<file path="config.mk">
export PLATFORM = sky130hd
export DESIGN_NAME = morph_line_sched_flat
export DESIGN_NICKNAME = d
export VERILOG_FILES = /design/src/rtl/morph_line_sched_if.sv /design/src/rtl/morph_line_sched.sv /design/src/flat_wrapper.sv
export SDC_FILE = /design/constraint.sdc
export NUM_CORES = 1
export LEC_CHECK = 0
export CAP_MARGIN = 25
export CORE_MARGIN = 4
export CORE_UTILIZATION = 50
export CTS_CLUSTER_DIAMETER = 60
export DETAILED_ROUTE_END_ITERATION = 10
export PLACE_DENSITY_LB_ADDON = 0.08
export SYNTH_ARGS = -nofsm -noshare
export SYNTH_HDL_FRONTEND = slang
export SYNTH_SLANG_ARGS = --single-unit
</file>
<file path="constraint.sdc">
create_clock -name clk -period 2.8 [get_ports clk]
set_input_delay 0.42 -clock clk [delete_from_list [all_inputs] [get_ports clk]]
set_output_delay 0.42 -clock clk [all_outputs]
set_load 0.03 [all_outputs]
</file>
<file path="src/rtl/morph_line_sched_if.sv">
// Timing inputs and line-buffer / datapath control outputs of morph_line_sched.
// master = scheduler side, slave = timing generator plus datapath side; no backpressure.
interface morph_line_sched_if #(
  parameter int ADDR_W = 10
);
  logic [10:0]       hcount;
  logic [9:0]        vcount;
  logic              enable;
  logic [ADDR_W-1:0] bram_addr;
  logic              bram_we;
  logic [1:0]        load_sel;
  logic              shift_rows;
  logic              capture_en;
  logic              window_valid;
  logic              busy;
  logic              frame_done;

  modport master (
    input  hcount, vcount, enable,
    output bram_addr, bram_we, load_sel, shift_rows,
    output capture_en, window_valid, busy, frame_done
  );

  modport slave (
    output hcount, vcount, enable,
    input  bram_addr, bram_we, load_sel, shift_rows,
    input  capture_en, window_valid, busy, frame_done
  );
endinterface

</file>
<file path="src/rtl/morph_line_sched.sv">
// Line-buffer BRAM and row-register sequencer for the 3x3 erode/dilate window.
// BRAM controls registered (1-cycle read latency assumed); no backpressure, timing generator paces everything.
module morph_line_sched #(
  parameter int LINE_W    = 528,
  parameter int NUM_LINES = 480,
  parameter int ADDR_W    = 10
) (
  input  logic                clk,
  input  logic                reset_n,
  morph_line_sched_if.master  bus
);
  typedef enum logic [2:0] {IDLE, PRIME, WAIT_LINE, ACTIVE, WRITE, FETCH, SHIFT} state_t;

  localparam logic [10:0]       H_END         = 11'(LINE_W);
  localparam logic [10:0]       H_WIN_LAST    = 11'(LINE_W - 2);
  localparam logic [ADDR_W-1:0] LAST_LINE     = ADDR_W'(NUM_LINES - 1);
  localparam logic [ADDR_W-1:0] WIN_LINE_LAST = ADDR_W'(NUM_LINES - 2);
  localparam logic [ADDR_W:0]   NUM_LINES_X   = (ADDR_W + 1)'(NUM_LINES);

  state_t            state;
  logic [ADDR_W-1:0] line_ptr;
  logic [1:0]        prime_cnt;
  logic [ADDR_W-1:0] addr_q;
  logic              we_q;
  logic [1:0]        load_q;
  logic              shift_q;
  logic              wv_q;
  logic              done_q;

  logic              frame_origin;
  logic              line_start;
  logic              restart;
  logic              fetch_ok;
  logic              advance;
  logic              win_next;
  logic [ADDR_W:0]   fetch_line;

  assign frame_origin = (bus.hcount == 11'd0) && (bus.vcount == 10'd0);
  assign line_start   = (bus.hcount == 11'd0) && (32'(bus.vcount) == 32'(line_ptr));
  // Line 0 begins on the frame origin itself, so waiting for it is not a restart.
  assign restart      = frame_origin && !(state inside {IDLE, PRIME}) &&
                        !(state == WAIT_LINE && line_ptr == '0);
  assign fetch_line   = {1'b0, line_ptr} + (ADDR_W + 1)'(3);
  assign fetch_ok     = fetch_line < NUM_LINES_X;
  assign advance      = (state == SHIFT) || (state == FETCH && !fetch_ok);
  assign win_next     = (state == ACTIVE) &&
                        (bus.hcount >= 11'd1) && (bus.hcount <= H_WIN_LAST) &&
                        (line_ptr >= ADDR_W'(1)) && (line_ptr <= WIN_LINE_LAST);

  always_ff @(posedge clk or negedge reset_n) begin
    if (!reset_n) begin
      state     <= IDLE;
      line_ptr  <= '0;
      prime_cnt <= 2'd0;
      addr_q    <= '0;
      we_q      <= 1'b0;
      load_q    <= 2'd0;
      shift_q   <= 1'b0;
      wv_q      <= 1'b0;
      done_q    <= 1'b0;
    end else begin
      we_q    <= 1'b0;
      shift_q <= 1'b0;
      load_q  <= 2'd0;
      done_q  <= 1'b0;
      addr_q  <= '0;
      wv_q    <= win_next;
      if (restart) begin
        state     <= PRIME;
        prime_cnt <= 2'd0;
      end else begin
        case (state)
          IDLE: begin
            if (bus.enable && frame_origin) begin
              state     <= PRIME;
              prime_cnt <= 2'd0;
            end
          end
          PRIME: begin
            if (prime_cnt == 2'd3) begin
              state    <= WAIT_LINE;
              line_ptr <= '0;
            end else begin
              prime_cnt <= prime_cnt + 2'd1;
              load_q    <= prime_cnt + 2'd1;
              if (prime_cnt != 2'd2) addr_q <= ADDR_W'(prime_cnt) + ADDR_W'(1);
            end
          end
          WAIT_LINE: if (line_start) state <= ACTIVE;
          ACTIVE: begin
            if (bus.hcount == H_END) begin
              state  <= WRITE;
              we_q   <= 1'b1;
              addr_q <= line_ptr;
            end
          end
          WRITE: begin
            state <= FETCH;
            if (fetch_ok) addr_q <= fetch_line[ADDR_W-1:0];
          end
          FETCH: begin
            if (fetch_ok) begin
              state   <= SHIFT;
              shift_q <= 1'b1;
            end
          end
          SHIFT: begin
          end
          default: state <= IDLE;
        endcase
        // Line advance overrides the per-state next state above.
        if (advance) begin
          if (line_ptr == LAST_LINE) begin
            done_q <= 1'b1;
            state  <= IDLE;
          end else if (!bus.enable) begin
            state <= IDLE;
          end else begin
            line_ptr <= line_ptr + ADDR_W'(1);
            state    <= WAIT_LINE;
          end
        end
      end
    end
  end

  assign bus.bram_addr    = addr_q;
  assign bus.bram_we      = we_q;
  assign bus.load_sel     = load_q;
  assign bus.shift_rows   = shift_q;
  assign bus.window_valid = wv_q;
  assign bus.frame_done   = done_q;
  assign bus.busy         = (state != IDLE);
  assign bus.capture_en   = ((state == ACTIVE) && (bus.hcount < H_END)) ||
                            ((state == WAIT_LINE) && line_start);
endmodule

</file>
<file path="src/flat_wrapper.sv">
// flat-port wrapper written by rule: the top's interface ports become plain ports
module morph_line_sched_flat 
#(
  parameter int LINE_W    = 528,
  parameter int NUM_LINES = 480,
  parameter int ADDR_W    = 10
)
  (clk, reset_n, bus_hcount, bus_vcount, bus_enable, bus_bram_addr, bus_bram_we, bus_load_sel, bus_shift_rows, bus_capture_en, bus_window_valid, bus_busy, bus_frame_done);
  morph_line_sched_if #(.ADDR_W(ADDR_W)) bus_i ();
  input  logic clk;
  input  logic reset_n;
  input wire logic [$bits(bus_i.hcount)-1:0] bus_hcount;
  input wire logic [$bits(bus_i.vcount)-1:0] bus_vcount;
  input wire logic [$bits(bus_i.enable)-1:0] bus_enable;
  output wire logic [$bits(bus_i.bram_addr)-1:0] bus_bram_addr;
  output wire logic [$bits(bus_i.bram_we)-1:0] bus_bram_we;
  output wire logic [$bits(bus_i.load_sel)-1:0] bus_load_sel;
  output wire logic [$bits(bus_i.shift_rows)-1:0] bus_shift_rows;
  output wire logic [$bits(bus_i.capture_en)-1:0] bus_capture_en;
  output wire logic [$bits(bus_i.window_valid)-1:0] bus_window_valid;
  output wire logic [$bits(bus_i.busy)-1:0] bus_busy;
  output wire logic [$bits(bus_i.frame_done)-1:0] bus_frame_done;
  assign bus_i.hcount = bus_hcount;
  assign bus_i.vcount = bus_vcount;
  assign bus_i.enable = bus_enable;
  assign bus_bram_addr = bus_i.bram_addr;
  assign bus_bram_we = bus_i.bram_we;
  assign bus_load_sel = bus_i.load_sel;
  assign bus_shift_rows = bus_i.shift_rows;
  assign bus_capture_en = bus_i.capture_en;
  assign bus_window_valid = bus_i.window_valid;
  assign bus_busy = bus_i.busy;
  assign bus_frame_done = bus_i.frame_done;
  morph_line_sched #(.LINE_W(LINE_W), .NUM_LINES(NUM_LINES), .ADDR_W(ADDR_W)) u_core (.clk(clk), .reset_n(reset_n), .bus(bus_i));
endmodule
</file>
Yosys cells after proc, flatten, opt, wreduce, memory -nomap -nowiden
Cells that the tools add are included.
Widths: inputs -> output; s select.
{"block": "word_totals", "output_inout_bits": 18, "elab_cells": 102, "register_bits": 31, "in_bits": 24}
{"block": "op_classes", "magnitude_cmp": 6, "n_reduce_logical": 27, "add_sub_neg": 4, "eq_ne": 19, "muxes": 37}
{"op": "$mux 10", "count": 10}
{"op": "$pmux 10 s3", "count": 1}
{"op": "$mux 3", "count": 8}
{"op": "$pmux 3 s7", "count": 1}
{"op": "$logic_not 10->1", "count": 2}
{"op": "$mux 2", "count": 7}
{"op": "$logic_and 1x1->1", "count": 13}
{"op": "$ne 4x2->1 const B", "count": 3}
{"op": "$add 10x2->11 const B", "count": 1}
{"op": "$eq 11x10->1 const B", "count": 1}
{"op": "$ge 11x1->1 const B", "count": 1}
{"op": "$le 11x10->1 const B", "count": 1}
{"op": "$logic_not 11->1", "count": 1}
{"op": "$lt 11x10->1 const B", "count": 1}
{"op": "$lt 11x9->1 const B", "count": 1}
{"op": "$add 10x1->10 const B", "count": 1}
{"op": "$eq 10x10->1", "count": 1}
{"op": "$eq 10x9->1 const B", "count": 1}
{"op": "$ge 10x1->1 const B", "count": 1}
{"op": "$le 10x9->1 const B", "count": 1}
{"op": "$eq 3x3->1 const B", "count": 3}
{"op": "$mux 1", "count": 9}
{"op": "$ne 4x1->1 const B", "count": 2}
{"op": "$eq 3x2->1 const B", "count": 2}
{"op": "15 further kinds", "count": 20}

Depth between registers and ports, before layout
Gate-level depths: netlist of run 1.
{"block": "logic_depth", "depth_word": 7, "mapped_depth": 10, "mapped_depth_nobuf": 8}

Worst setup path before layout of run 1
No wires, ideal clock.
{"block": "synth_timing", "kind": "input port to output port", "start": "input port bus_hcount[1]", "end": "output port bus_capture_en", "arrival_time_ps": 3026, "path_stages": 4, "path_slack_ps": -646, "t_required_ps": 2380, "n_path_buf": 0, "path_cell_list": "or4_1 > nor4_4 > a31oi_1 > a2111oi_0"}
{"block": "synth_between", "elab_chain_cells": 4, "elab_cells_between_ends": 6, "classes_between": "1 x order compare; 5 x reduce/logical"}
{"element": "start, declared", "line_no": "flat_wrapper.sv:12", "text": "input wire logic [$bits(bus_i.hcount)-1:0] bus_hcount;"}
{"element": "parallel branches: the longest is 3 deep, another holds $lt 11x10->1"}
{"element": "$logic_or 1x1->1 (*)", "line_no": "morph_line_sched.sv:134", "text": "assign bus.capture_en = ((state == ACTIVE) && (bus.hcount < H_END)) ||"}
{"element": "end, declared", "line_no": "flat_wrapper.sv:19", "text": "output wire logic [$bits(bus_i.capture_en)-1:0] bus_capture_en;"}
Every way passes the cells marked *.

Worst setup path after layout of run 1
Same ends and word-level chain as after synthesis.

==> impl_results.md, run 1 <==
* Outcome: completed
* Crit end category: output port
* Layout cells sized above 1 at 16.3%
* Period utilization at 93.4%
* Pins Over Slew Limit at 0
* CTS tree: done
* Row cnt at 24
* RSZ-0062 raised after global routing: false
* Routability Congestion at 0.853
* Yosys Warn Count at 0
* Share of power burned in registers at 27.9%
* All-Layer GR Usage at 22.2%
* Yosys top cell area share at 33.4%
* Setup TNS at 0 ns
* Iteration-0 DRC Markers at 245
* Die height at 76.1 microns
* Synth area leader: dfrtp_1
* Slowest cell on crit path: or4_4
* Slew @ Worst Pin at 0.461 ns
* Fmax at 382 MHz
* Htree depth at 2
* Via count at 2270
* Synth top cells by count: dfrtp_1, nand2_1, nor2_1
* CP delay by family, top: buffers and inverters
* Routed len/inst at 17.0 microns
* Final setup viols at 0
* Max Cap Viol at 0
* Sw Share at 44.8%
* Crit Path Category: input pin to output port
* CTS Buf Count at 5
* P&R area growth vs syn at 28.9%
* Power per Cell Area at 787 mW/mm^2
* Fin nets at 353
* Number of global-route vias before repair at 2169
* Post-layout min period at 2.62 ns
* Synth Instances at 270
* Post-Syn Area at 0.00232 sq mm
* Clock power share at 18.1%
* Port buffer count at 41
* Skew final at 0.00558 ns
* Combinational share of power at 54.0%
* NetSw at 1.05 mW
* Syn Nets at 303
* Sink Count at 31
* Ys async rst share at 100%
* Avg Synthesized Cell Area at 8.60 sq um
* Placed instance count at 364
* Post-Layout Cell Count at 372
* First-pass GRT wire length at 10.8 mm
* Clock slew at reported path FFs at 0.06 ns
* Routed Antenna Nets at 0
* Top FF cell, synth: dfrtp_1
* Number of flops mapped to enable cells by yosys at 0
* Hold_buf cts at 0
* Worst skew pair latency at 0.28 ns
* Initial antenna violation count at 0
* Core box area at 0.00441 sq mm
* Distinct cell type count after synthesis at 61
* Crit path cell chain: clkdlybuf4s50_1 > or4_4 > nor4_4 > a31oi_2 > a2111oi_2 > buf_4
* CP peak stage delay at 0.45 ns
* Class of the worst hold path: input pin to asynchronous set/reset pin
* Slew Limit Headroom at 69.2%
* Peak supply drop at 460 uV
* Root Buffer: clkbuf_8
* Lkg Pwr at 1.28 nW
* Antenna fix cells at 0
* Seq/Total Area, Yosys at 33.4%
* Most frequent cell after synthesis: dfrtp_1
* Crit path DAT at 2.20 ns
* # DRC at 0
* Initial Util at 52.6%
* CP bufs+invs at 2
* Detailed Place HPWL at 4.68 mm
* Pin count of the biggest net entering global routing at 32
* DRT Wirelength at 6.33 mm
* Crit Path Max Fanout at 3
* Internal power at 1.30 mW
* CP Launch Type: input pin
* Grt ovf at 0
* Synth area leaders: dfrtp_1, ha_1, nand2_1
* Final core occ at 67.8%
* Deepest clock path buffer count at 2
* Die Width at 76.1 microns
* Seq cells post-synth at 31
* I/O pin count at 42
* Die area at 0.00580 sq mm
* Initial DRT Pass Iterations at 5
* Worst EP required at 2.38 ns
* Via/cell ratio at 6.10
* Final Hold Viols at 0
## power groups by stage
stage | logic (mW) | registers (mW) | clock network (mW)
final | 1.27 | 0.656 | 0.426
after global routing | 1.40 | 0.671 | 0.466
after CTS | 1.27 | 0.651 | 0.436
after detailed placement | 1.26 | 0.661 | 0
after global placement | 1.24 | 0.658 | 0
after floorplan | 0.859 | 0.649 | 0
## cell families (layout without fill, tap and decap cells)
kind of cell,Yosys count,in the layout,synth area share (%)
multiplexers,2,2,0.916
flip-flops,31,31,33.4
adder cells (fa/ha/maj),9,9,4.85
buffers and inverters,29,79,5.71
XOR/XNOR,10,10,3.77
AO/OA/AOI/OAI,65,65,21.3
AND/OR/NAND/NOR,124,124,30.0
## layout make-up
| class | instances | area, sq um |
|---|---|---|
| clock inverter | 1 | 30.0 |
| clock buffer | 6 | 72.6 |
| inverter | 11 | 41.3 |
| tap | 52 | 65.1 |
| sequential | 31 | 778 |
| timing repair buffer | 61 | 576 |
| multi-input combinational | 210 | 1430 |
| fill | 389 | 1420 |
## worst reg2reg max path, stage by stage, from the launching register on
cell and delay [ns]:
dfrtp_1 0.34, inv_1 0.09, ha_1 0.32, and4b_1 0.35
a21oi_1 0.13, a211oi_4 0.42, buf_4 0.20, nor3b_1 0.25
a2111oi_2 0.06, a211o_1 0.29
## metal layers
metal / global-route usage (%) / up-vias / part of all wire, %
met3: 4.37 / 4 / 5.8
met1: 30.0 / 1082 / 45
met5: 0 / - / 0
met4: 4.20 / 0 / 0.63
met2: 37.1 / 80 / 49
li1: - / 1104 / -
## cell usage in the layout (no fill, tap or decap), drive strengths merged, types with 7 or more instances in the layout
master / count
ha: 9
a21oi: 12
buf: 21
o21ai: 15
nor4: 12
nand2: 31
a31oi: 7
inv: 11
dlymetal6s2s: 7
nand3: 12
dfrtp: 31
clkdlybuf4s50: 33
nor3: 15
nor2: 24
## timing repair
action / in CTS / in global routing
pin swaps: 3 / 5
resized for setup: 1 / 10
setup buffers: 1 / 0
endpoints found under the setup margin: 1 / 1
## stage by stage
stage	cell area [sq um]	setup slack [ns]	hold WS, ns	power, mW
after CTS	2970	0.0771	0.549	2.35
after global routing	2990	0.0144	0.580	2.53
after detailed placement	2850	0.00298	0.552	1.92
after floorplan	2330	0.127	0.124	1.51
after global placement	2850	0.0530	0.547	1.90
final	2990	0.185	0.529	2.35
## path summary, 6_finish.rpt
path                                                 start                                end  slack [ns]  depth (start not counted)
setup / recovery                             bus_hcount[1]                     bus_capture_en        0.18                          6
hold / removal                                     reset_n  u_core.bus.window_valid$_DFF_PN0_        0.53                          2
setup reg to reg            u_core.line_ptr[0]$_DFFE_PN0N_        u_core.state[1]$_DFFE_PN0P_        0.25                          9
hold reg to reg            u_core.prime_cnt[1]$_DFFE_PN0P_    u_core.prime_cnt[1]$_DFFE_PN0P_        0.56                          1
max in group asynchronous                          reset_n     u_core.line_ptr[2]$_DFFE_PN0N_        1.94                          2
min in group clk                             bus_hcount[3]  u_core.bus.window_valid$_DFF_PN0_        0.56                          4
## state kept, by name (all words and copies together), names as in the netlist
name                     count
u_core.bus.shift_rows        1
u_core.state                 3
u_core.bus.load_sel          2
u_core.prime_cnt             2
u_core.bus.frame_done        1
u_core.bus.bram_addr        10
u_core.bus.bram_we           1
u_core.bus.window_valid      1
u_core.line_ptr             10
No activity file was read; power rests on OpenSTA's default activity.
==> run 2, diff against run 1 <==
SLEW_MARGIN = 20   (was default)
==> results of run 2 <==
The final DEF is identical to that of run 1; final timing and power are the same.
==> run 3, diff against run 2 <==
REMOVE_ABC_BUFFERS = 1   (was default)
==> run 3 against run 2 <==
Compared with the run above:
- cell area shrank 0.50%
- die area stayed put
- via count grew 1.9%
- register-to-register slack better by 0.04 ns
- worst hold slack about the same
- largest cell class unchanged
- highest routed layer unchanged
==> impl_results.md, run 3 (synthesis results as in run 1) <==
* Outcome: completed
* Crit Path Category: input pin to output port
* Final core occ at 67.4%
* Die height at 76.1 microns
* CP Launch Type: input pin
* Most frequent cells in the layout: clkdlybuf4s50_1, dfrtp_1, nand2_1, nor2_1, buf_4
* Placed inst area at 0.00288 sq mm
* PnR worst setup slack at 0.102 ns
* Clock slew at reported path FFs at 0.06 ns
* Grt ovf at 0
* Placement Setup Slack at -0.0702 ns
* Commonest non-fill, non-tap cell in the layout: clkdlybuf4s50_1
* All-Layer GR Usage at 21.7%
* Sink Count at 31
* R2R setup slack at 0.29 ns
* Pins Over Slew Limit at 0
* # DRC at 0
* # Post-CTS Setup Buffers at 0
* Hold_buf cts at 0
* Layout cells sized above 1 at 16.0%
* Number of global-route vias before repair at 2240
* Post-layout min period at 2.70 ns
* Period utilization at 96.4%
* Routed len/inst at 16.2 microns
* Htree depth at 2
* Lkg Pwr at 1.23 nW
* Post-Layout Cell Count at 376
* DRT Wirelength at 6.09 mm
* First-pass GRT wire length at 10.5 mm
* Worst skew pair latency at 0.29 ns
* Via count at 2312
* Max Cap Viol at 0
* Antenna fix cells at 0
* Power per Cell Area at 765 mW/mm^2
* Via/cell ratio at 6.15
* GR met1 Demand/Resource at 29.3%
* Slew Limit Headroom at 63.0%
* Initial Util at 52.6%
* Total chip power at 2.28 mW
* Iteration-0 DRC Markers at 185
* CTS Buf Count at 5
* Initial antenna violation count at 0
* Crit path DAT at 2.28 ns
* GRT met2 Usage at 34.8%
* Slew @ Worst Pin at 0.556 ns
* Root Buffer: clkbuf_8
* Die area at 0.00580 sq mm
* Initial DRT Pass Iterations at 5
* Die Width at 76.1 microns
* Fin nets at 356
* Crit Path Max Fanout at 2
* Row cnt at 24
* Top Usage Layer GRT: met2
* Deepest clock path buffer count at 2
* Final Hold Viols at 0
* Fmax at 371 MHz
* P&R area growth vs syn at 28.2%
* GR Util met3 at 3.78%
* Routability Congestion at 0.862
* Detailed Place HPWL at 4.60 mm
* Final setup viols at 0
* RSZ-0062 raised after global routing: false
* Skew final at 0.00763 ns
* Min Hold Slack at 0.528 ns
* Placed instance count at 368
* Post-route cell area at 0.00298 sq mm
* Crit end category: output port
* Class of the worst hold path: input pin to asynchronous set/reset pin
* Peak supply drop at 413 uV
* Routed Antenna Nets at 0
* Core box area at 0.00441 sq mm
* I/O pin count at 42
* Worst EP required at 2.38 ns
* Setup TNS at 0 ns
* CTS tree: done
* Port buffer count at 41
* Pin count of the biggest net entering global routing at 32
run 3: where the power goes:
part | leakage, nW | switching, mW | internal (mW)
clock | 0.0422 | 0.169 | 0.174
sequential | 0.420 | 0.118 | 0.539
combinational | 0.764 | 0.776 | 0.501
run 3: path summary, 6_finish.rpt:
path                                                  from                           endpoint  cells after the start
max                                          bus_hcount[8]                     bus_capture_en                      6
min                                                reset_n        u_core.state[2]$_DFFE_PN0P_                      2
max reg2reg                 u_core.line_ptr[0]$_DFFE_PN0N_  u_core.bus.bram_addr[4]$_DFF_PN0_                      9
min reg2reg                u_core.prime_cnt[1]$_DFFE_PN0P_    u_core.prime_cnt[1]$_DFFE_PN0P_                      1
max in group asynchronous                          reset_n     u_core.line_ptr[7]$_DFFE_PN0N_                      2
min in group clk           u_core.prime_cnt[1]$_DFFE_PN0P_    u_core.prime_cnt[1]$_DFFE_PN0P_                      1
run 3: per-layer routing:
metal	up-vias	wire length, microns
met2	76	2850
met4	0	110
li1	1107	-
met1	1117	2750
met3	12	376
met5	-	0
run 3: repair_timing:
action | in CTS | in global routing
endpoints found under the setup margin | 1 | 2
gates resized for setup | 2 | 2
pin swaps | 0 | 1
run 3: final cells by class:
cell class,count,area (sq um)
flip-flops and latches,31,776
multi-input cells,210,1430
clock buffers,7,76.3
fillers,380,1440
repair buffers,64,581
inverters,11,41.3
well taps,52,65.1
clock inverters,1,5.00
run 3: worst max-delay path: stages:
cell and delay [ns]:
clkdlybuf4s50_1 0.42, or4_4 0.56, nor4_4 0.26, a31oi_2 0.15, a2111oi_2 0.24, buf_4 0.22
